File: src/rtl/msi_snoop_bus_pkg.sv
// msi_snoop_bus_pkg
// Shared types and constants for the MSI snoop bus and the per-core cache
// controllers that sit upstream of it.
//   bus_state_t : bus FSM state encoding
//   bus_req_t   : captured request type
//   SOURCE_*    : cpu_datasel encodings (fill source)
//   req_decode  : per-core request priority encoder
package msi_snoop_bus_pkg;

  typedef enum logic [2:0] {
    IDLE  = 3'd0,
    SNOOP = 3'd1,
    MEM   = 3'd2,
    INVAL = 3'd3,
    DONE  = 3'd4
  } bus_state_t;

  typedef enum logic [2:0] {
    REQ_NONE = 3'd0,
    REQ_INV  = 3'd1,
    REQ_WM   = 3'd2,
    REQ_RM   = 3'd3,
    REQ_UW   = 3'd4,
    REQ_UR   = 3'd5
  } bus_req_t;

  localparam logic [1:0] SOURCE_DMEM       = 2'b00;
  localparam logic [1:0] SOURCE_OTHER_PROC = 2'b01;

  // Priority when several request types arrive from one core together:
  // invalidate > write_miss > read_miss > u_we > u_re.
  function automatic bus_req_t req_decode(input logic inv, input logic wm,
                                          input logic rm, input logic uw,
                                          input logic ur);
    bus_req_t t;
    if (inv)     t = REQ_INV;
    else if (wm) t = REQ_WM;
    else if (rm) t = REQ_RM;
    else if (uw) t = REQ_UW;
    else if (ur) t = REQ_UR;
    else         t = REQ_NONE;
    return t;
  endfunction

endpackage

File: src/rtl/msi_snoop_bus_rr_arbiter.sv
// bus_rr_arbiter
// Two-requester round-robin arbiter with a per-core pending latch.
// A core's request type and address are captured on the first request cycle
// and held until the bus signals DONE for that core; further requests from a
// pending core are ignored. The winner view merges latched and incoming
// requests so an idle bus can start a transaction in the request cycle.
// Ports:
//   i_req_v[1:0]        incoming request present per core
//   i_type0/1, i_addr0/1 incoming request type and word address per core
//   i_done, i_done_core  bus finished the transaction of core i_done_core
//   o_pending[1:0]      latched pending flags
//   o_win_v, o_win      some core requesting / index of the winner
//   o_win_type/addr     type and address of the winner
//   o_rr_ptr            round-robin pointer (core favoured on a tie)
module bus_rr_arbiter
  import msi_snoop_bus_pkg::*;
#(
  parameter int ADDR_W = 13
) (
  input  logic              clk,
  input  logic              rst,
  input  logic [1:0]        i_req_v,
  input  bus_req_t          i_type0,
  input  bus_req_t          i_type1,
  input  logic [ADDR_W-1:0] i_addr0,
  input  logic [ADDR_W-1:0] i_addr1,
  input  logic              i_done,
  input  logic              i_done_core,
  output logic [1:0]        o_pending,
  output logic              o_win_v,
  output logic              o_win,
  output bus_req_t          o_win_type,
  output logic [ADDR_W-1:0] o_win_addr,
  output logic              o_rr_ptr
);

  logic [1:0]        r_pending;
  bus_req_t          r_type [2];
  logic [ADDR_W-1:0] r_addr [2];
  logic              r_rr;

  logic [1:0]        w_v;
  bus_req_t          w_in_type [2];
  logic [ADDR_W-1:0] w_in_addr [2];
  bus_req_t          w_type [2];
  logic [ADDR_W-1:0] w_addr [2];

  always_comb begin
    w_in_type[0] = i_type0;
    w_in_type[1] = i_type1;
    w_in_addr[0] = i_addr0;
    w_in_addr[1] = i_addr1;
    w_v = r_pending | i_req_v;
    for (int i = 0; i < 2; i++) begin
      w_type[i] = r_pending[i] ? r_type[i] : w_in_type[i];
      w_addr[i] = r_pending[i] ? r_addr[i] : w_in_addr[i];
    end
    o_win_v    = |w_v;
    // Tie goes to rr_ptr; a lone requester wins outright.
    o_win      = (w_v == 2'b11) ? r_rr : w_v[1];
    o_win_type = o_win ? w_type[1] : w_type[0];
    o_win_addr = o_win ? w_addr[1] : w_addr[0];
    o_pending  = r_pending;
    o_rr_ptr   = r_rr;
  end

  always_ff @(posedge clk) begin
    if (rst) begin
      r_pending <= 2'b00;
      r_rr      <= 1'b0;
      for (int i = 0; i < 2; i++) begin
        r_type[i] <= REQ_NONE;
        r_addr[i] <= '0;
      end
    end else begin
      for (int i = 0; i < 2; i++) begin
        if (i_done && (i_done_core == 1'(i))) begin
          r_pending[i] <= 1'b0;
        end else if (!r_pending[i] && i_req_v[i]) begin
          r_pending[i] <= 1'b1;
          r_type[i]    <= w_in_type[i];
          r_addr[i]    <= w_in_addr[i];
        end
      end
      if (i_done) r_rr <= ~i_done_core;
    end
  end

endmodule

File: src/rtl/msi_snoop_bus.sv
// msi_snoop_bus
// Coherence bus shared by two MSI cache controllers and one unified memory.
// Captures miss/invalidate/memory requests, arbitrates round-robin, snoops
// the non-owner cache and muxes the owner's memory request onto the port.
// Optional build macro SNOOP_BUS_TIMEOUT_EN adds a memory-wait timeout and
// the o_bus_err output.
// Ports:
//   i_read_miss/i_write_miss/i_invalidate [1:0]  per-core request pulses
//   i_u_re/i_u_we [1:0]                          per-core memory strobes
//   i_bico0/1, i_u_addr0/1, i_d_line0/1          per-core address/data
//   i_cpu_search_found [1:0], i_send_other_proc_data0/1  snoop response
//   i_mem_rdy, i_mem_rd_data                     memory response
//   o_grant, o_cpu_search, o_boci, o_invalidate_from_other_cpu,
//   o_cpu_datasel0/1, o_other_proc_data, o_u_rdy, o_u_rd_data  to caches
//   o_mem_re, o_mem_we, o_mem_addr, o_mem_wdata  memory port
//   o_bus_err (SNOOP_BUS_TIMEOUT_EN only)         one-cycle timeout pulse
module msi_snoop_bus
  import msi_snoop_bus_pkg::*;
#(
  parameter int ADDR_W  = 13,
  parameter int UADDR_W = 11,
  parameter int LINE_W  = 64,
  parameter int WORD_W  = 16,
  parameter int TO_CYC  = 255
) (
  input  logic               clk,
  input  logic               rst,
  input  logic [1:0]         i_read_miss,
  input  logic [1:0]         i_write_miss,
  input  logic [1:0]         i_invalidate,
  input  logic [1:0]         i_u_re,
  input  logic [1:0]         i_u_we,
  input  logic [ADDR_W-1:0]  i_bico0,
  input  logic [ADDR_W-1:0]  i_bico1,
  input  logic [UADDR_W-1:0] i_u_addr0,
  input  logic [UADDR_W-1:0] i_u_addr1,
  input  logic [LINE_W-1:0]  i_d_line0,
  input  logic [LINE_W-1:0]  i_d_line1,
  input  logic [1:0]         i_cpu_search_found,
  input  logic [WORD_W-1:0]  i_send_other_proc_data0,
  input  logic [WORD_W-1:0]  i_send_other_proc_data1,
  input  logic               i_mem_rdy,
  input  logic [LINE_W-1:0]  i_mem_rd_data,
`ifdef SNOOP_BUS_TIMEOUT_EN
  output logic               o_bus_err,
`endif
  output logic [1:0]         o_grant,
  output logic [1:0]         o_cpu_search,
  output logic [ADDR_W-1:0]  o_boci,
  output logic [1:0]         o_invalidate_from_other_cpu,
  output logic [1:0]         o_cpu_datasel0,
  output logic [1:0]         o_cpu_datasel1,
  output logic [WORD_W-1:0]  o_other_proc_data,
  output logic [1:0]         o_u_rdy,
  output logic [LINE_W-1:0]  o_u_rd_data,
  output logic               o_mem_re,
  output logic               o_mem_we,
  output logic [UADDR_W-1:0] o_mem_addr,
  output logic [LINE_W-1:0]  o_mem_wdata
);

  bus_state_t        r_state;
  logic              r_owner;
  bus_req_t          r_type;
  logic [ADDR_W-1:0] r_addr;
  logic [1:0]        r_sel;
  logic [WORD_W-1:0] r_opd;
  logic              r_seen_rdy;
`ifdef SNOOP_BUS_TIMEOUT_EN
  logic [7:0]        r_to_cnt;
  logic              r_bus_err;
`endif

  logic              w_other;
  bus_req_t          w_type0, w_type1;
  logic [1:0]        w_req_v;
  logic [1:0]        w_pending;
  logic              w_win_v, w_win, w_rr_ptr;
  bus_req_t          w_win_type;
  logic [ADDR_W-1:0] w_win_addr;
  logic              w_found;
  logic [WORD_W-1:0] w_snoop_word;
  logic              w_own_strobe;
  logic [1:0]        w_sel [2];

  assign w_other      = ~r_owner;
  assign w_type0      = req_decode(i_invalidate[0], i_write_miss[0],
                                   i_read_miss[0], i_u_we[0], i_u_re[0]);
  assign w_type1      = req_decode(i_invalidate[1], i_write_miss[1],
                                   i_read_miss[1], i_u_we[1], i_u_re[1]);
  assign w_req_v      = {w_type1 != REQ_NONE, w_type0 != REQ_NONE};
  assign w_found      = i_cpu_search_found[w_other];
  assign w_snoop_word = w_other ? i_send_other_proc_data1
                                : i_send_other_proc_data0;
  assign w_own_strobe = i_u_re[r_owner] | i_u_we[r_owner];

  bus_rr_arbiter #(.ADDR_W(ADDR_W)) u_arb (
    .clk        (clk),
    .rst        (rst),
    .i_req_v    (w_req_v),
    .i_type0    (w_type0),
    .i_type1    (w_type1),
    .i_addr0    (i_bico0),
    .i_addr1    (i_bico1),
    .i_done     (r_state == DONE),
    .i_done_core(r_owner),
    .o_pending  (w_pending),
    .o_win_v    (w_win_v),
    .o_win      (w_win),
    .o_win_type (w_win_type),
    .o_win_addr (w_win_addr),
    .o_rr_ptr   (w_rr_ptr)
  );

  always_ff @(posedge clk) begin
    if (rst) begin
      r_state    <= IDLE;
      r_owner    <= 1'b0;
      r_type     <= REQ_NONE;
      r_addr     <= '0;
      r_sel      <= SOURCE_DMEM;
      r_opd      <= '0;
      r_seen_rdy <= 1'b0;
`ifdef SNOOP_BUS_TIMEOUT_EN
      r_to_cnt   <= 8'd0;
      r_bus_err  <= 1'b0;
`endif
    end else begin
`ifdef SNOOP_BUS_TIMEOUT_EN
      r_bus_err <= 1'b0;
`endif
      case (r_state)
        IDLE: begin
          r_sel      <= SOURCE_DMEM;
          r_opd      <= '0;
          r_seen_rdy <= 1'b0;
`ifdef SNOOP_BUS_TIMEOUT_EN
          r_to_cnt   <= 8'd0;
`endif
          if (w_win_v) begin
            r_owner <= w_win;
            r_type  <= w_win_type;
            r_addr  <= w_win_addr;
            case (w_win_type)
              REQ_INV:         r_state <= INVAL;
              REQ_WM, REQ_RM:  r_state <= SNOOP;
              REQ_UW, REQ_UR:  r_state <= MEM;
              default:         r_state <= IDLE;
            endcase
          end
        end
        SNOOP: begin
          if (w_found) begin
            r_sel   <= SOURCE_OTHER_PROC;
            r_opd   <= w_snoop_word;
            r_state <= DONE;
          end else begin
            r_sel   <= SOURCE_DMEM;
            r_state <= MEM;
          end
        end
        MEM: begin
          // r_seen_rdy survives only until the owner raises its next strobe,
          // so evict-then-fill stays a single transaction.
          if (i_mem_rdy)         r_seen_rdy <= 1'b1;
          else if (w_own_strobe) r_seen_rdy <= 1'b0;
`ifdef SNOOP_BUS_TIMEOUT_EN
          r_to_cnt <= i_mem_rdy ? 8'd0 : r_to_cnt + 8'd1;
`endif
          if (r_seen_rdy && !w_own_strobe) begin
            r_state <= DONE;
          end
`ifdef SNOOP_BUS_TIMEOUT_EN
          else if (!i_mem_rdy && (r_to_cnt == 8'(TO_CYC - 1))) begin
            r_state   <= DONE;
            r_bus_err <= 1'b1;
          end
`endif
        end
        INVAL: r_state <= DONE;
        DONE: begin
          r_state <= IDLE;
          r_sel   <= SOURCE_DMEM;
        end
        default: r_state <= IDLE;
      endcase
    end
  end

  always_comb begin
    o_grant                     = 2'b00;
    o_cpu_search                = 2'b00;
    o_boci                      = '0;
    o_invalidate_from_other_cpu = 2'b00;
    o_other_proc_data           = '0;
    o_u_rdy                     = 2'b00;
    o_mem_re                    = 1'b0;
    o_mem_we                    = 1'b0;
    o_mem_addr                  = '0;
    o_mem_wdata                 = '0;
    w_sel[0]                    = SOURCE_DMEM;
    w_sel[1]                    = SOURCE_DMEM;
    case (r_state)
      SNOOP: begin
        o_cpu_search[w_other] = 1'b1;
        o_boci                = r_addr;
        if (w_found) begin
          o_other_proc_data = w_snoop_word;
          w_sel[r_owner]    = SOURCE_OTHER_PROC;
          if (r_type == REQ_WM) o_invalidate_from_other_cpu[w_other] = 1'b1;
        end
      end
      MEM: begin
        o_grant[r_owner] = 1'b1;
        o_mem_re         = i_u_re[r_owner];
        o_mem_we         = i_u_we[r_owner];
        o_mem_addr       = r_owner ? i_u_addr1 : i_u_addr0;
        o_mem_wdata      = r_owner ? i_d_line1 : i_d_line0;
        o_u_rdy[r_owner] = i_mem_rdy;
        w_sel[r_owner]   = r_sel;
      end
      INVAL: begin
        o_invalidate_from_other_cpu[w_other] = 1'b1;
        o_boci                               = r_addr;
      end
      DONE: begin
        w_sel[r_owner]    = r_sel;
        o_other_proc_data = r_opd;
      end
      default: ;
    endcase
  end

  assign o_cpu_datasel0 = w_sel[0];
  assign o_cpu_datasel1 = w_sel[1];
  assign o_u_rd_data    = i_mem_rd_data;
`ifdef SNOOP_BUS_TIMEOUT_EN
  assign o_bus_err      = r_bus_err;
`endif

endmodule

File: config.mk
export PLATFORM = sky130hd
export DESIGN_NAME = msi_snoop_bus
export DESIGN_NICKNAME = d
export VERILOG_FILES = /design/src/rtl/msi_snoop_bus_pkg.sv /design/src/rtl/msi_snoop_bus_rr_arbiter.sv /design/src/rtl/msi_snoop_bus.sv
export SDC_FILE = /design/constraint.sdc
export NUM_CORES = 1
export LEC_CHECK = 0
export ABC_AREA = 1
export BUFFER_PORTS_ARGS = -buffer_cell sky130_fd_sc_hd__buf_2
export CAP_MARGIN = 20
export CORE_AREA = 2 2 183 185
export CTS_BUF_LIST = sky130_fd_sc_hd__clkbuf_16
export DETAILED_ROUTE_END_ITERATION = 10
export DIE_AREA = 0 0 185 187
export GPL_ROUTABILITY_DRIVEN = 0
export PLACE_DENSITY_LB_ADDON = 0.2
export RECOVER_POWER = 25
export SKIP_CTS_REPAIR_TIMING = 1
export SYNTH_ARGS = -nofsm -noshare
export SYNTH_HDL_FRONTEND = slang
export SYNTH_SLANG_ARGS = --single-unit
File: constraint.sdc
create_clock -name clk -period 2.8 [get_ports clk]
set_input_delay 0.56 -clock clk [delete_from_list [all_inputs] [get_ports clk]]
set_output_delay 0.56 -clock clk [all_outputs]
set_load 0.02 [all_outputs]
* Word-level counts from Yosys, hierarchy flattened
Memory sizes are Yosys's and may differ from the RTL's. Index checks and enable logic that the tools add are counted.
Cells by class: equality and inequality tests 15, bitwise logic cells 10, magnitude comparators 6, multiplexer cells 73, reduce and logical (&&, ||, !) cells 29
Operators by type and width (number):
- $mux 64 | 2
- $mux 13 | 6
- $pmux 16 s2 | 2
- $mux 3 | 19
- $mux 16 | 3
- $mux 1 | 24
- $mux 11 | 2
- $reduce_or 2->1 | 8
- $eq 3x2->1 const B | 5
- $mux 2 | 6
- $pmux 3 s4 | 1
- $eq 3x3->1 const B | 3
- $logic_and 1x1->1 | 8
- $pmux 2 s2 | 2
- $pmux 4 s2 | 1
- $reduce_and 2->1 | 4
- $eq 3x1->1 const B | 2
- $pmux 2 s3 | 1
- $reduce_bool 2->1 | 3
- $reduce_bool 3->1 | 2
- $or 1x1->1 | 5
- $and 4x4->4 | 1
- $lt 1x2->1 const B | 2
- $ne 2x2->1 const B | 2
- other kinds (15) | 19
Storage, ports and cells: logic and storage cells 145, memories 2, RAM bits 32, input port bits 287, register bits 42, output and inout port bits 182
Memories:
- u_arb.r_addr | words 2, width 13, rd ports 2, clocked after Yosys merged registers in 0, wr ports 2, RTL line msi_snoop_bus_rr_arbiter.sv:39 | logic [ADDR_W-1:0] r_addr [2];
- u_arb.r_type | words 2, width 3, rd ports 2, clocked after Yosys merged registers in 0, wr ports 2, RTL line msi_snoop_bus_rr_arbiter.sv:38 | bus_req_t r_type [2];

* Longest topological paths before layout
Gate-level depths: netlist of run 1.
depth in word-level cells 15, gate-level depth with buffers 13, gate-level depth less buffers 13

* Modules after synthesis
A second synthesis of run 1 with hierarchy kept.
Second synthesis, totals: cells, all modules 931, area total of the unflattened synthesis 5793.1 µm²
Modules (own cells, without submodules):
- msi_snoop_bus | seq. area each 760.7 µm², instances 1, cells each 679, area each 3679.8 µm²
- bus_rr_arbiter | seq. area each 1021.0 µm², instances 1, cells each 252, area each 2113.3 µm²

* Worst setup path after synthesis of run 1
No wires, ideal clock.
path kind input -> register, start input port i_u_we[1], end memory u_arb.r_addr[1][0] (netlist: u_arb.r_addr[0][13]) (enable), buffers on the path 0, data required time 2389 ps, arrival time 2005 ps, setup time 411 ps, setup slack 383 ps, stages 6, path through inv_1 > nand2_1 > nor2_1 > nand2_1 > nand2_1 > o21ai_0
RTL lines:
- start, declared | RTL line msi_snoop_bus.sv:32 | input logic [1:0] i_u_we,
- end, declared | RTL line msi_snoop_bus_rr_arbiter.sv:39

* Worst setup path in the final report of run 1
start register r_state[1], end output port o_mem_wdata[10]
On the way: cells in the longest elaborated chain, start to end 2
Ends and longest elaborated chain:
- start, declared | RTL line msi_snoop_bus.sv:62 | bus_state_t r_state;
- start signal, assigned | RTL line msi_snoop_bus.sv:117 | r_state <= IDLE;
- start signal, assigned | RTL line msi_snoop_bus.sv:145 | REQ_INV: r_state <= INVAL;
- start signal, assigned | RTL line msi_snoop_bus.sv:146 | REQ_WM, REQ_RM: r_state <= SNOOP;
- $eq 3x2->1 | RTL line msi_snoop_bus.sv:203 | case (r_state)
- $mux 64 | RTL line msi_snoop_bus.sv:203
- end, declared | RTL line msi_snoop_bus.sv:59 | output logic [LINE_W-1:0] o_mem_wdata
No other way between the ends.

==> Flow_metrics.wiki, run 1 <==
{| class="wikitable"
! Metric !! Value
|-
| Number of global-route vias before repair || roughly 5700
|-
| Main combinational cell family by area after synthesis || compound AO/OA/AOI/OAI gates
|-
| First DRT Iteration DRCs || 230
|-
| Relative slew margins || 0.274
|-
| Async set-reset flop share out of synthesis || 0
|-
| Synth Area in XOR/XNOR || 0
|-
| Most common cell in the netlist || nand2_1
|-
| Worst reg2reg path startpoint || r_state[1]$_SDFFE_PP0P_
|-
| RSZ-0062 raised after global routing || no
|-
| Clock input transition at the sequential cells of the worst setup and hold paths || around 60 ps
|-
| Synthesized flop and latch total || 73
|-
| Final hold violation count || 0
|-
| Share of synthesized area occupied by flip-flops and latches || 0.352
|-
| Summed instance area of the synthesized netlist || just over 5000 sq um
|-
| Average via count per standard cell || roughly 4.2
|-
| Synth cell types || 31
|-
| Setup Crit Path Kind || reg2out
|-
| Top post-synthesis cells by count || nand2_1 (99), a22o_1 (75), buf_4 (66)
|-
| Core ar. || about 33000 sq um
|-
| Fin Clk Skew || approximately 7.2 ps
|-
| Gate family responsible for the most delay along the worst path || simple AND/OR/NAND/NOR gates
|-
| Final standard cell area without fillers || about 7100 sq um
|-
| Post-DP HPWL || roughly 26000 um
|-
| Buffers & Inverters on Critical Path || 2
|-
| Placement Cell Area || around 6800 sq um
|-
| Critical path launch point || r_state[1]$_SDFFE_PP0P_
|-
| GR Overflow Total || 0
|-
| Arrival time at the worst endpoint || 2150 ps
|-
| Clock sink count || 73
|-
| Complex-gate fraction of the synthesized area || 0.296
|-
| Startpoint of the worst hold path || rst
|-
| Actual slew at the worst max-slew pin || around 1100 ps
|-
| GRT Overall Usage || 0.174
|-
| Final-stage net count || 1226
|-
| Number of clock buffers inserted by TritonCTS || 9
|-
| Row cnt || 67
|-
| Die area || between 30000 and 40000 sq um
|-
| Clock tree from TritonCTS || done
|-
| Synth-to-layout area growth || 41.0%
|-
| Worst vdd rail ir drop || just over 300 uV
|-
| Global-route wire length before repair || between 40000 and 50000 um
|-
| Biggest area contributors in the synthesized netlist || edfxtp_1 (19%), dfxtp_1 (16%), a22o_1 (13%)
|-
| Largest area contributor in the netlist || edfxtp_1
|-
| Initial core utilization || 0.154
|-
| Adder-cell share of the synthesized area || 0
|-
| Max clock buf depth || 2
|-
| Min Clock Period, post-route || around 2700 ps
|-
| Share of the clock period used by the worst path || 0.969
|-
| Critical path required time || 2240 ps
|-
| Via count || ~6000
|-
| Achievable clock frequency || 0.369 GHz
|-
| Clk_lat worst skew || about 340 ps
|-
| Depth of the CTS H-tree || 3
|-
| Largest net degree at the start of global routing || 79
|-
| Routed length per instance || between 20 and 25 um
|-
| Worst setup slack before clock tree synthesis || roughly 300 ps
|-
| Placed cells || roughly 1400
|-
| Post-synth EDFFs || 32
|-
| Post-route worst setup slack || a little under 90 ps
|-
| Part of the power in registers || 0.245
|-
| Final Max Slew Viols || 0
|-
| Critical path cell sequence || nand3_1 -> nor2_4 -> buf_12 -> a22o_1 -> buf_2
|-
| Relative contribution of combinational cells to total power || 0.579
|-
| Clock share of power || 0.176
|-
| Worst stage delay on the critical path || 430 ps
|-
| Proportion of layout cells with a drive suffix above 1 || 0.424
|-
| Portion of synthesized cell area occupied by the leading cell type || 0.190
|-
| Synth Area in Simple Gates || 0.160
|-
| Max-cap viol count || 0
|-
| Die Width || 185 um
|-
| Number of nets still failing antenna checks after routing || 0
|-
| Worst setup EP type || primary output
|-
| First-pass iteration count of the detailed router || 4
|-
| Outcome || finished clean
|-
| I/O pin count || 469
|-
| Crit path max fanout || 39
|-
| Ratio of total power to cell area || 866 nW/um^2
|-
| Count of unresolved DRC violations after routing || 0
|-
| Commonest register cell after synthesis || dfxtp_1
|-
| Post-Synthesis Mean Instance Area || between 7 and 8 sq um
|-
| Final setup fails || 0
|-
| Cell with the largest stage delay on the worst path || dfxtp_1
|-
| Leakage || between 3 and 4 nW
|-
| Non-filler instance count after layout || approximately 1400
|-
| Critical Path Source Type || flop
|-
| Cell at the root of the clock tree || clkbuf_16
|-
| Portion of netlist area occupied by mux cells || 0
|-
| Switching share of power || 0.497
|-
| Synthesis Warnings || 0
|-
| Detailed-route wire length || between 30000 and 40000 um
|-
| Min-delay worst type || in2reg
|-
| Vertical extent of the die || ~190 um
|-
| Initial antenna violation count || 3
|-
| Net switching power of the design || a little over 0.003 W
|-
| Post-synthesis cell count || about 680
|-
| PortBufs || around 340
|-
| Cell internal pwr || about 0.0031 W
|}
-- worst register-to-register path: stages (launching register included) --
cell and delay, ps:
dfxtp_1 430, nor2_1 60, inv_1 120, nor2_1 110, nand2_1 100, nand4_1 110
nand2_1 80, clkbuf_1 800
-- layer usage --
layer	GRT usage	wire length, um
met1	0.210	13100
met2	0.285	14900
met3	0.0711	3330
met4	0.0382	659
met5	0.0286	135
-- cell usage in the layout (no fill, tap or decap), types with 2 or more instances in the layout --
cell       netlist  routed
conb_1           1       2
or2_2            2       2
o21ai_0         56      55
nand4_1          2       2
nor2_2           4       3
inv_1           64      66
nor2_1          61      61
a22o_2           0      10
a21oi_1         53      53
a22oi_1         16      16
buf_4           66       8
o31ai_1          2       2
nand2_1         99      99
nor2_4           4       5
dfxtp_1         41      40
nand3_1         15      15
buf_2           20     338
o21ai_1         29      30
a22o_1          75      65
inv_6            0       2
edfxtp_1        32      32
buf_12           0       5
inv_2           10       9
clkbuf_16        0      11
-- per-stage QoR --
step                 util  TNS, ps  hold slack [ps]  total power, W
finish              0.217        0              481         0.00618
global route        0.217        0              479         0.00662
CTS                 0.214     -769              475         0.00621
detailed placement  0.206        0              471         0.00507
global placement    0.206        0              465         0.00510
floorplan               -        0              432         0.00379
-- cell type report --
type                    count  area (sq um)
diodes                      1          2.50
clock buffers               9           225
clock inverters             7          46.3
fillers                  3744         25700
inverters                  74           278
multi-input cells         427          2330
flip-flops and latches     73          1780
well taps                 448           561
repair buffers            354          1910
-- path summary, 6_finish.rpt --
path                                       end  slack [ps]  cells after the start
min reg2reg            r_seen_rdy$_SDFFE_PP0P_         480                      2
max reg2reg  u_arb.r_addr[0][10]$_SDFFCE_PN0P_         600                      7
min                    r_seen_rdy$_SDFFE_PP0P_         480                      2
max                            o_mem_wdata[10]          90                      5
-- power groups by stage --
stage | sequential [W] | combinational (W) | clock (W)
after floorplan | 0.00149 | 0.00229 | 0
after global placement | 0.00153 | 0.00357 | 0
after detailed placement | 0.00153 | 0.00354 | 0
after CTS | 0.00151 | 0.00357 | 0.00114
after global routing | 0.00154 | 0.00390 | 0.00118
final | 0.00151 | 0.00358 | 0.00109
-- sequential cells by signal, indices dropped and copies added (netlist names) --
| signal | count |
|---|---|
| r_addr | 13 |
| r_opd | 16 |
| r_owner | 1 |
| r_seen_rdy | 1 |
| r_sel | 1 |
| r_state | 3 |
| r_type | 3 |
| u_arb.o_pending | 2 |
| u_arb.o_rr_ptr | 1 |
| u_arb.r_addr | 26 |
| u_arb.r_type | 6 |
-- logic make-up (layout without fill, tap and decap cells) --
family | count (synthesis) | count (layout)
simple gates | 192 | 192
compound gates | 233 | 233
buf+inv | 182 | 444
flops | 73 | 73
other cells | 1 | 3
Power figures use the tool's default switching activity.
==> inputs of run 2 (changes only) <==
Settings changed: CORE_AREA 2 2 183 185 to 2 2 180 182, DIE_AREA 0 0 185 187 to 0 0 182 184, SYNTH_HIERARCHICAL from default to 1.
==> run 2 against run 1 <==
Effect of this change: combinational power grew 2%; global-route usage shrank 0.36 points; fmax grew 1.6%; design area grew 9.5%; first-iteration DRC count grew 74%; clock power grew 9%; clock-buffer cell count grew 1; setup slack gained 44 ps; critical path type unchanged; sequential power shrank 4%; highest routed layer unchanged; final cell count grew 14%; worst hold slack lost 27 ps.
==> Flow_metrics.wiki, run 2 <==
{| class="wikitable"
! Metric !! Value
|-
| Switching share of power || 0.499 (+0.00178)
|-
| Cell internal pwr || 0.00315 W (+1.3%)
|-
| Clock sink count || 73 (unchanged)
|-
| Min Clock Period, post-route || 2670 ps (-43.6 ps)
|-
| First DRT Iteration DRCs || 401 (+74%)
|-
| Leakage || 4.24 nW (+19%)
|-
| Total negative setup slack || 0 ps (unchanged)
|-
| Number of flip-flops in the largest register || 26 (unchanged)
|-
| Clock tree from TritonCTS || done
|-
| Cell with the largest stage delay on the worst path || dfxtp_1
|-
| Final-stage net count || 1475 (+20%)
|-
| Proportion of layout cells with a drive suffix above 1 || 0.350 (-0.0736)
|-
| Clock share of power || 0.189 (+0.013)
|-
| Vertical extent of the die || 184 um (-1.6%)
|-
| GRT Overall Usage || 0.170 (-0.00365)
|-
| Die area || 33500 sq um (-3.2%)
|-
| Achievable clock frequency || 0.375 GHz (+1.6%)
|-
| Critical path cell sequence || inv_2 -> nor2_2 -> nand2_2 -> inv_2 -> nand2_1 -> inv_6 -> buf_12 -> nand2_1 -> nand2_1 -> buf_2
|-
| Relative slew margins || 0.530 (+0.256)
|-
| Worst setup EP type || primary output
|-
| Number of global-route vias before repair || 6268 (+11%)
|-
| Depth of the CTS H-tree || 3 (unchanged)
|-
| Post-synth EDFFs || 32 (unchanged)
|-
| Via count || 6706 (+15%)
|-
| Cell at the root of the clock tree || clkbuf_16
|-
| Crit path max fanout || 29 (-26%)
|-
| Portion of synthesized cell area occupied by the leading cell type || 0.275 (+0.0848)
|-
| Post-route worst setup slack || 131 ps (+43.6 ps)
|-
| Min-delay worst type || reg2reg
|-
| Final setup fails || 0 (unchanged)
|-
| Summed instance area of the synthesized netlist || 5790 sq um (+14%)
|-
| Fin Clk Skew || 15.1 ps (+7.85 ps)
|-
| Final hold violation count || 0 (unchanged)
|-
| Relative contribution of combinational cells to total power || 0.579 (about the same)
|-
| Commonest non-fill, non-tap cell in the layout || nand2_1
|-
| Part of the power in registers || 0.231 (-0.014)
|-
| Commonest register cell after synthesis || dfxtp_1
|-
| Final Max Slew Viols || 0 (unchanged)
|-
| Worst setup slack before clock tree synthesis || 224 ps (-76.3 ps)
|-
| Area taken by flip-flops and latches || 1780 sq um (about the same)
|-
| Largest net degree at the start of global routing || 59 (-25%)
|-
| Post-synthesis cell count || 931 (+37%)
|-
| Net switching power of the design || 0.00314 W (+2.1%)
|-
| Clk_lat worst skew || 350 ps (about the same)
|-
| Arrival time at the worst endpoint || 2110 ps (-40 ps)
|-
| Most used cell, CP || nand2_1
|-
| Multi-input gate area in the final layout || 2920 sq um (+25%)
|-
| I/O pin count || 469 (unchanged)
|-
| PortBufs || 338 (unchanged)
|-
| Buffers & Inverters on Critical Path || 5 (+3)
|-
| Most common cell in the netlist || nand2_1
|-
| Detailed-route wire length || 30600 um (-5.0%)
|-
| Count of unresolved DRC violations after routing || 0 (unchanged)
|-
| Row cnt || 65 (-3.0%)
|-
| Async set-reset flop share out of synthesis || 0 (unchanged)
|-
| Synthesis Warnings || 6 (+6)
|-
| Average via count per standard cell || 4.21 (+0.33%)
|-
| Max clock buf depth || 2 (unchanged)
|-
| RSZ-0062 raised after global routing || no
|-
| Share of synthesized area occupied by flip-flops and latches || 0.308 (-0.0446)
|-
| Number of nets still failing antenna checks after routing || 0 (unchanged)
|-
| First-pass iteration count of the detailed router || 5 (+1)
|-
| Routed length per instance || 19.2 um (-17%)
|-
| Synthesized flop and latch total || 73 (unchanged)
|-
| Synth-to-layout area growth || 34.9%
|-
| Worst vdd rail ir drop || 267 uV (-14%)
|-
| Global-route wire length before repair || 41400 um (-0.79%)
|-
| Share of the clock period used by the worst path || 0.953 (-0.0156)
|-
| Setup Crit Path Kind || reg2out
|-
| Clock input transition at the sequential cells of the worst setup and hold paths || 60 ps (about the same)
|-
| Largest area contributor in the netlist || nand2_1
|-
| Top post-synthesis cells by count || nand2_1 (424), buf_4 (78), inv_1 (69)
|-
| Critical path required time || 2240 ps (about the same)
|-
| Ratio of total power to cell area || 805 nW/um^2 (-7.1%)
|-
| Number of filler cells placed in the layout || 3612 (-3.5%)
|-
| Post-Synthesis Mean Instance Area || 6.22 sq um (-16%)
|-
| Actual slew at the worst max-slew pin || 703 ps (-386 ps)
|-
| Post-DP HPWL || 25000 um (-5.2%)
|-
| Biggest area contributors in the synthesized netlist || nand2_1 (27%), edfxtp_1 (17%), dfxtp_1 (14%)
|-
| Number of clock buffers inserted by TritonCTS || 9 (unchanged)
|-
| Die Width || 182 um (-1.6%)
|-
| Max-cap viol count || 0 (unchanged)
|-
| Synth cell types || 32 (+3.2%)
|-
| Top Registers || u_arb/r_addr x26, r_opd x16, r_addr x13
|-
| Commonest cells after routing, fill and taps aside || nand2_1 (425), buf_2 (335), inv_1 (72)
|-
| Critical Path Source Type || flop
|-
| Worst stage delay on the critical path || 400 ps (-30 ps)
|-
| Gate family responsible for the most delay along the worst path || buffers and inverters
|-
| Largest register by flop count || u_arb/r_addr
|-
| Outcome || finished clean
|-
| Core ar. || 31400 sq um (-4.5%)
|-
| Initial antenna violation count || 5 (+2)
|-
| Initial core utilization || 0.185 (+0.0306)
|-
| GR Overflow Total || 0 (unchanged)
|}
-- run 2: cell count changes after synthesis, sizes merged, moves of 5 or more --
cell / before / now
nand3: 16 / 42
a22oi: 16 / 0
buf: 88 / 105
o21ai: 85 / 67
a22o: 75 / 0
inv: 74 / 79
a21oi: 53 / 70
nor2: 69 / 41
clkbuf: 20 / 13
nand2: 101 / 426
-- run 2: worst paths after layout --
check                               start                                end  slack, ps  cells past startpoint
setup / recovery  r_state[1]$_SDFFE_PP0P_                    o_mem_wdata[12]        130                     10
setup reg to reg  r_state[1]$_SDFFE_PP0P_  u_arb/r_addr[0][23]$_SDFFCE_PN0P_        590                      6
hold reg to reg    r_addr[4]$_SDFFE_PP0P_             r_addr[4]$_SDFFE_PP0P_        450                      2
hold / removal     r_addr[4]$_SDFFE_PP0P_             r_addr[4]$_SDFFE_PP0P_        450                      2
-- run 2: final cells by class --
| type | count | area share |
|---|---|---|
| Clock inverter | 6 | 0.00657 |
| Antenna cell | 1 | 0.000320 |
| Sequential cell | 73 | 0.228 |
| Timing Repair Buffer | 361 | 0.255 |
| Tap cell | 402 | 0.0644 |
| Multi-Input combinational cell | 661 | 0.374 |
| Clock buffer | 10 | 0.0320 |
| Inverter | 80 | 0.0397 |
-- run 2: tightest hold or removal path, stage by stage (launching register included) --
cell and delay (ps):
dfxtp_1 290, inv_1 60, a21oi_1 50
-- run 2: kinds of logic after synthesis --
group	after synthesis	synth area share
AOI/OAI and AO/OA	142	0.141
adders and majority gates	2	0.00432
other	1	0.000647
buffers and inverters	198	0.188
DFF	73	0.308
and+or+nand+nor	515	0.358
-- run 2: power by group through the flow --
stage | Clock, W | Sequential (W) | Combinational [W]
2_1_floorplan | 0 | 0.00145 | 0.00230
3_3_place_gp | 0 | 0.00147 | 0.00365
3_5_place_dp | 0 | 0.00148 | 0.00364
4_1_cts | 0.00125 | 0.00145 | 0.00366
5_1_grt | 0.00128 | 0.00148 | 0.00400
6_report | 0.00119 | 0.00145 | 0.00364
-- run 2: per-layer routing --
layer | global-route usage | routed length [um] | vias up
met5 | 0 | 53 | -
met1 | 0.194 | 12200 | 3016
met2 | 0.287 | 14500 | 306
li1 | - | - | 3345
met4 | 0.0597 | 905 | 8
met3 | 0.0697 | 2900 | 31
-- run 2: per-stage QoR --
stage | cell area [sq um] | hold WS, ps | std cells | power [W] | utilization
finish | 7810 | 454 | 1594 | 0.00629 | 0.249
global route | 7810 | 468 | 1593 | 0.00676 | 0.249
detailed placement | 7450 | 448 | 1575 | 0.00512 | 0.237
floorplan | 5800 | 429 | 932 | 0.00374 | -
global placement | 7450 | 446 | 1575 | 0.00512 | 0.237
CTS | 7750 | 458 | 1591 | 0.00636 | 0.247
==> inputs of run 3 (changes only) <==
Settings changed: CTS_CLUSTER_SIZE from default to 40, SETUP_SLACK_MARGIN from default to 0.5.
==> run 3 against run 2 <==
Effect of this change: global-route usage unchanged; sequential share of layout area is 4.3 points lower; fmax grew 6.3%; first-iteration DRC count shrank 3.2%; combinational power grew 46%; routed wire length grew 12%; highest routed layer unchanged.
==> Flow_metrics.wiki, run 3 (synthesized netlist as in run 2, its figures left out) <==
{| class="wikitable"
! Metric !! Value
|-
| Worst vdd rail ir drop || 306 uV (+15%)
|-
| Top Registers || u_arb/r_addr x26, r_opd x16, r_addr x13
|-
| Min-delay worst type || reg2reg
|-
| Buffers & Inverters on Critical Path || 3 (-2)
|-
| GRT Overall Usage || 0.170 (unchanged)
|-
| Final setup fails || 0 (unchanged)
|-
| Proportion of layout cells with a drive suffix above 1 || 0.484 (+0.134)
|-
| Average via count per standard cell || 4.34 (+3.1%)
|-
| Share of the clock period used by the worst path || 0.897 (-0.0562)
|-
| First-pass iteration count of the detailed router || 5 (unchanged)
|-
| Non-filler instance count after layout || 1635 (+2.6%)
|-
| Initial antenna violation count || 5 (unchanged)
|-
| Min Clock Period, post-route || 2510 ps (-157 ps)
|-
| Die area || 33500 sq um (unchanged)
|-
| Count of unresolved DRC violations after routing || 0 (unchanged)
|-
| Cell with the largest stage delay on the worst path || dfxtp_1
|-
| Outcome || finished clean
|-
| Clk_lat worst skew || 350 ps (about the same)
|-
| Worst stage delay on the critical path || 570 ps (+170 ps)
|-
| Number of clock buffers inserted by TritonCTS || 9 (unchanged)
|-
| Relative slew margins || 0.529 (-0.00136)
|-
| Via count || 7094 (+5.8%)
|-
| Clock sink count || 73 (unchanged)
|-
| I/O pin count || 469 (unchanged)
|-
| PortBufs || 338 (unchanged)
|-
| First DRT Iteration DRCs || 388 (-3.2%)
|-
| Largest register by flop count || u_arb/r_addr
|-
| Number of nets still failing antenna checks after routing || 0 (unchanged)
|-
| Arrival time at the worst endpoint || 1950 ps (-160 ps)
|-
| Number of filler cells placed in the layout || 3468 (-4.0%)
|-
| Final hold violation count || 0 (unchanged)
|-
| Leakage || 4.94 nW (+17%)
|-
| Number of flip-flops in the largest register || 26 (unchanged)
|-
| Gate family responsible for the most delay along the worst path || buffers and inverters
|-
| Setup Crit Path Kind || reg2out
|-
| Depth of the CTS H-tree || 3 (unchanged)
|-
| Detailed-route wire length || 34100 um (+12%)
|-
| Initial core utilization || 0.185 (unchanged)
|-
| Max-cap viol count || 0 (unchanged)
|-
| Core ar. || 31400 sq um (unchanged)
|-
| Ratio of total power to cell area || 824 nW/um^2 (+2.4%)
|-
| Row cnt || 65 (unchanged)
|-
| Fin Clk Skew || 13.5 ps (-1.60 ps)
|-
| Routed length per instance || 20.9 um (+8.9%)
|-
| RSZ-0062 raised after global routing || yes
|-
| Total negative setup slack || 0 ps (unchanged)
|-
| Actual slew at the worst max-slew pin || 705 ps (+2.03 ps)
|-
| Clock input transition at the sequential cells of the worst setup and hold paths || 60 ps (about the same)
|-
| Largest net degree at the start of global routing || 59 (unchanged)
|-
| Final-stage net count || 1516 (+2.8%)
|-
| Critical path required time || 2240 ps (about the same)
|-
| Vertical extent of the die || 184 um (unchanged)
|-
| Global-route wire length before repair || 41400 um (unchanged)
|-
| Clock tree from TritonCTS || done
|-
| Most used cell, CP || o21ai_4
|-
| Worst setup EP type || primary output
|-
| Cell at the root of the clock tree || clkbuf_16
|-
| Critical Path Source Type || flop
|-
| Commonest cells after routing, fill and taps aside || nand2_1 (312), buf_2 (251), inv_1 (70)
|-
| Die Width || 182 um (unchanged)
|-
| Final Max Slew Viols || 0 (unchanged)
|-
| Critical path cell sequence || nand2_1 -> o21ai_4 -> clkinvlp_4 -> clkbuf_16 -> o21ai_4 -> buf_6
|-
| Placed cells || 1575 (unchanged)
|-
| Post-DP HPWL || 25000 um (unchanged)
|-
| GR Overflow Total || 0 (unchanged)
|-
| Number of global-route vias before repair || 6268 (unchanged)
|-
| Achievable clock frequency || 0.398 GHz (+6.3%)
|-
| Crit path max fanout || 5 (-83%)
|-
| Synth-to-layout area growth || 66.8%
|-
| Max clock buf depth || 2 (unchanged)
|-
| Commonest non-fill, non-tap cell in the layout || nand2_1
|}
[run 3: changes by cell type in the layout (fill, tap and decap cells not counted), sizes merged]
cell | before | now
buf | 358 | 384
clkbuf | 13 | 24
clkinv | 4 | 7
clkinvlp | 0 | 2
inv | 81 | 80
[run 3: final cells by class]
type / instances / area [sq um] / share of cell area
timing repair buffer: 398 / 3040 / 0.314
tap: 402 / 503 / 0.0520
clock inverter: 6 / 51.3 / 0.00531
antenna: 1 / 2.50 / 0.000259
inverter: 80 / 343 / 0.0355
timing repair inverter: 4 / 46.3 / 0.00479
multi-input combinational: 661 / 3640 / 0.377
sequential: 73 / 1790 / 0.185
clock buffer: 10 / 250 / 0.0259
[run 3: metal layers]
layer	part of all wire	vias up	GRT usage
li1	-	3433	-
met1	0.40	3285	0.194
met2	0.49	325	0.287
met3	0.085	43	0.0697
met4	0.031	8	0.0597
met5	0.0016	-	0
[run 3: tightest hold or removal path: cells and delay by family (launching register included)]
kind,cells,cell delay (ps)
buffers and inverters,1,60
AOI/OAI and AO/OA,1,50
DFF,1,290
[run 3: per-stage QoR]
step           power, W  hold WS [ps]  utilization  setup WS, ps  cell area [sq um]
2_1_floorplan   0.00374           429            -           502               5800
3_3_place_gp    0.00512           446        0.237           260               7450
3_5_place_dp    0.00512           448        0.237           224               7450
4_1_cts         0.00636           458        0.247          17.3               7750
5_1_grt         0.00840           468        0.308           242               9660
6_report        0.00797           454        0.308           288               9670
[run 3: worst paths after layout]
path                                 from                           endpoint  slack (ps)  depth (start not counted)
setup reg to reg  r_state[1]$_SDFFE_PP0P_  u_arb/r_addr[0][23]$_SDFFCE_PN0P_         530                          7
hold reg to reg    r_addr[4]$_SDFFE_PP0P_             r_addr[4]$_SDFFE_PP0P_         450                          2
hold / removal     r_addr[4]$_SDFFE_PP0P_             r_addr[4]$_SDFFE_PP0P_         450                          2
setup / recovery     r_owner$_SDFFE_PP0P_               o_other_proc_data[8]         290                          6
[run 3: where the power goes]
group | leakage [nW] | total (W) | internal (W) | switching (W)
clock network | 0.161 | 0.00120 | 0.000732 | 0.000464
registers | 0.680 | 0.00148 | 0.00137 | 0.000109
logic | 4.10 | 0.00530 | 0.00206 | 0.00324
total | 4.94 | 0.00797 | 0.00415 | 0.00381
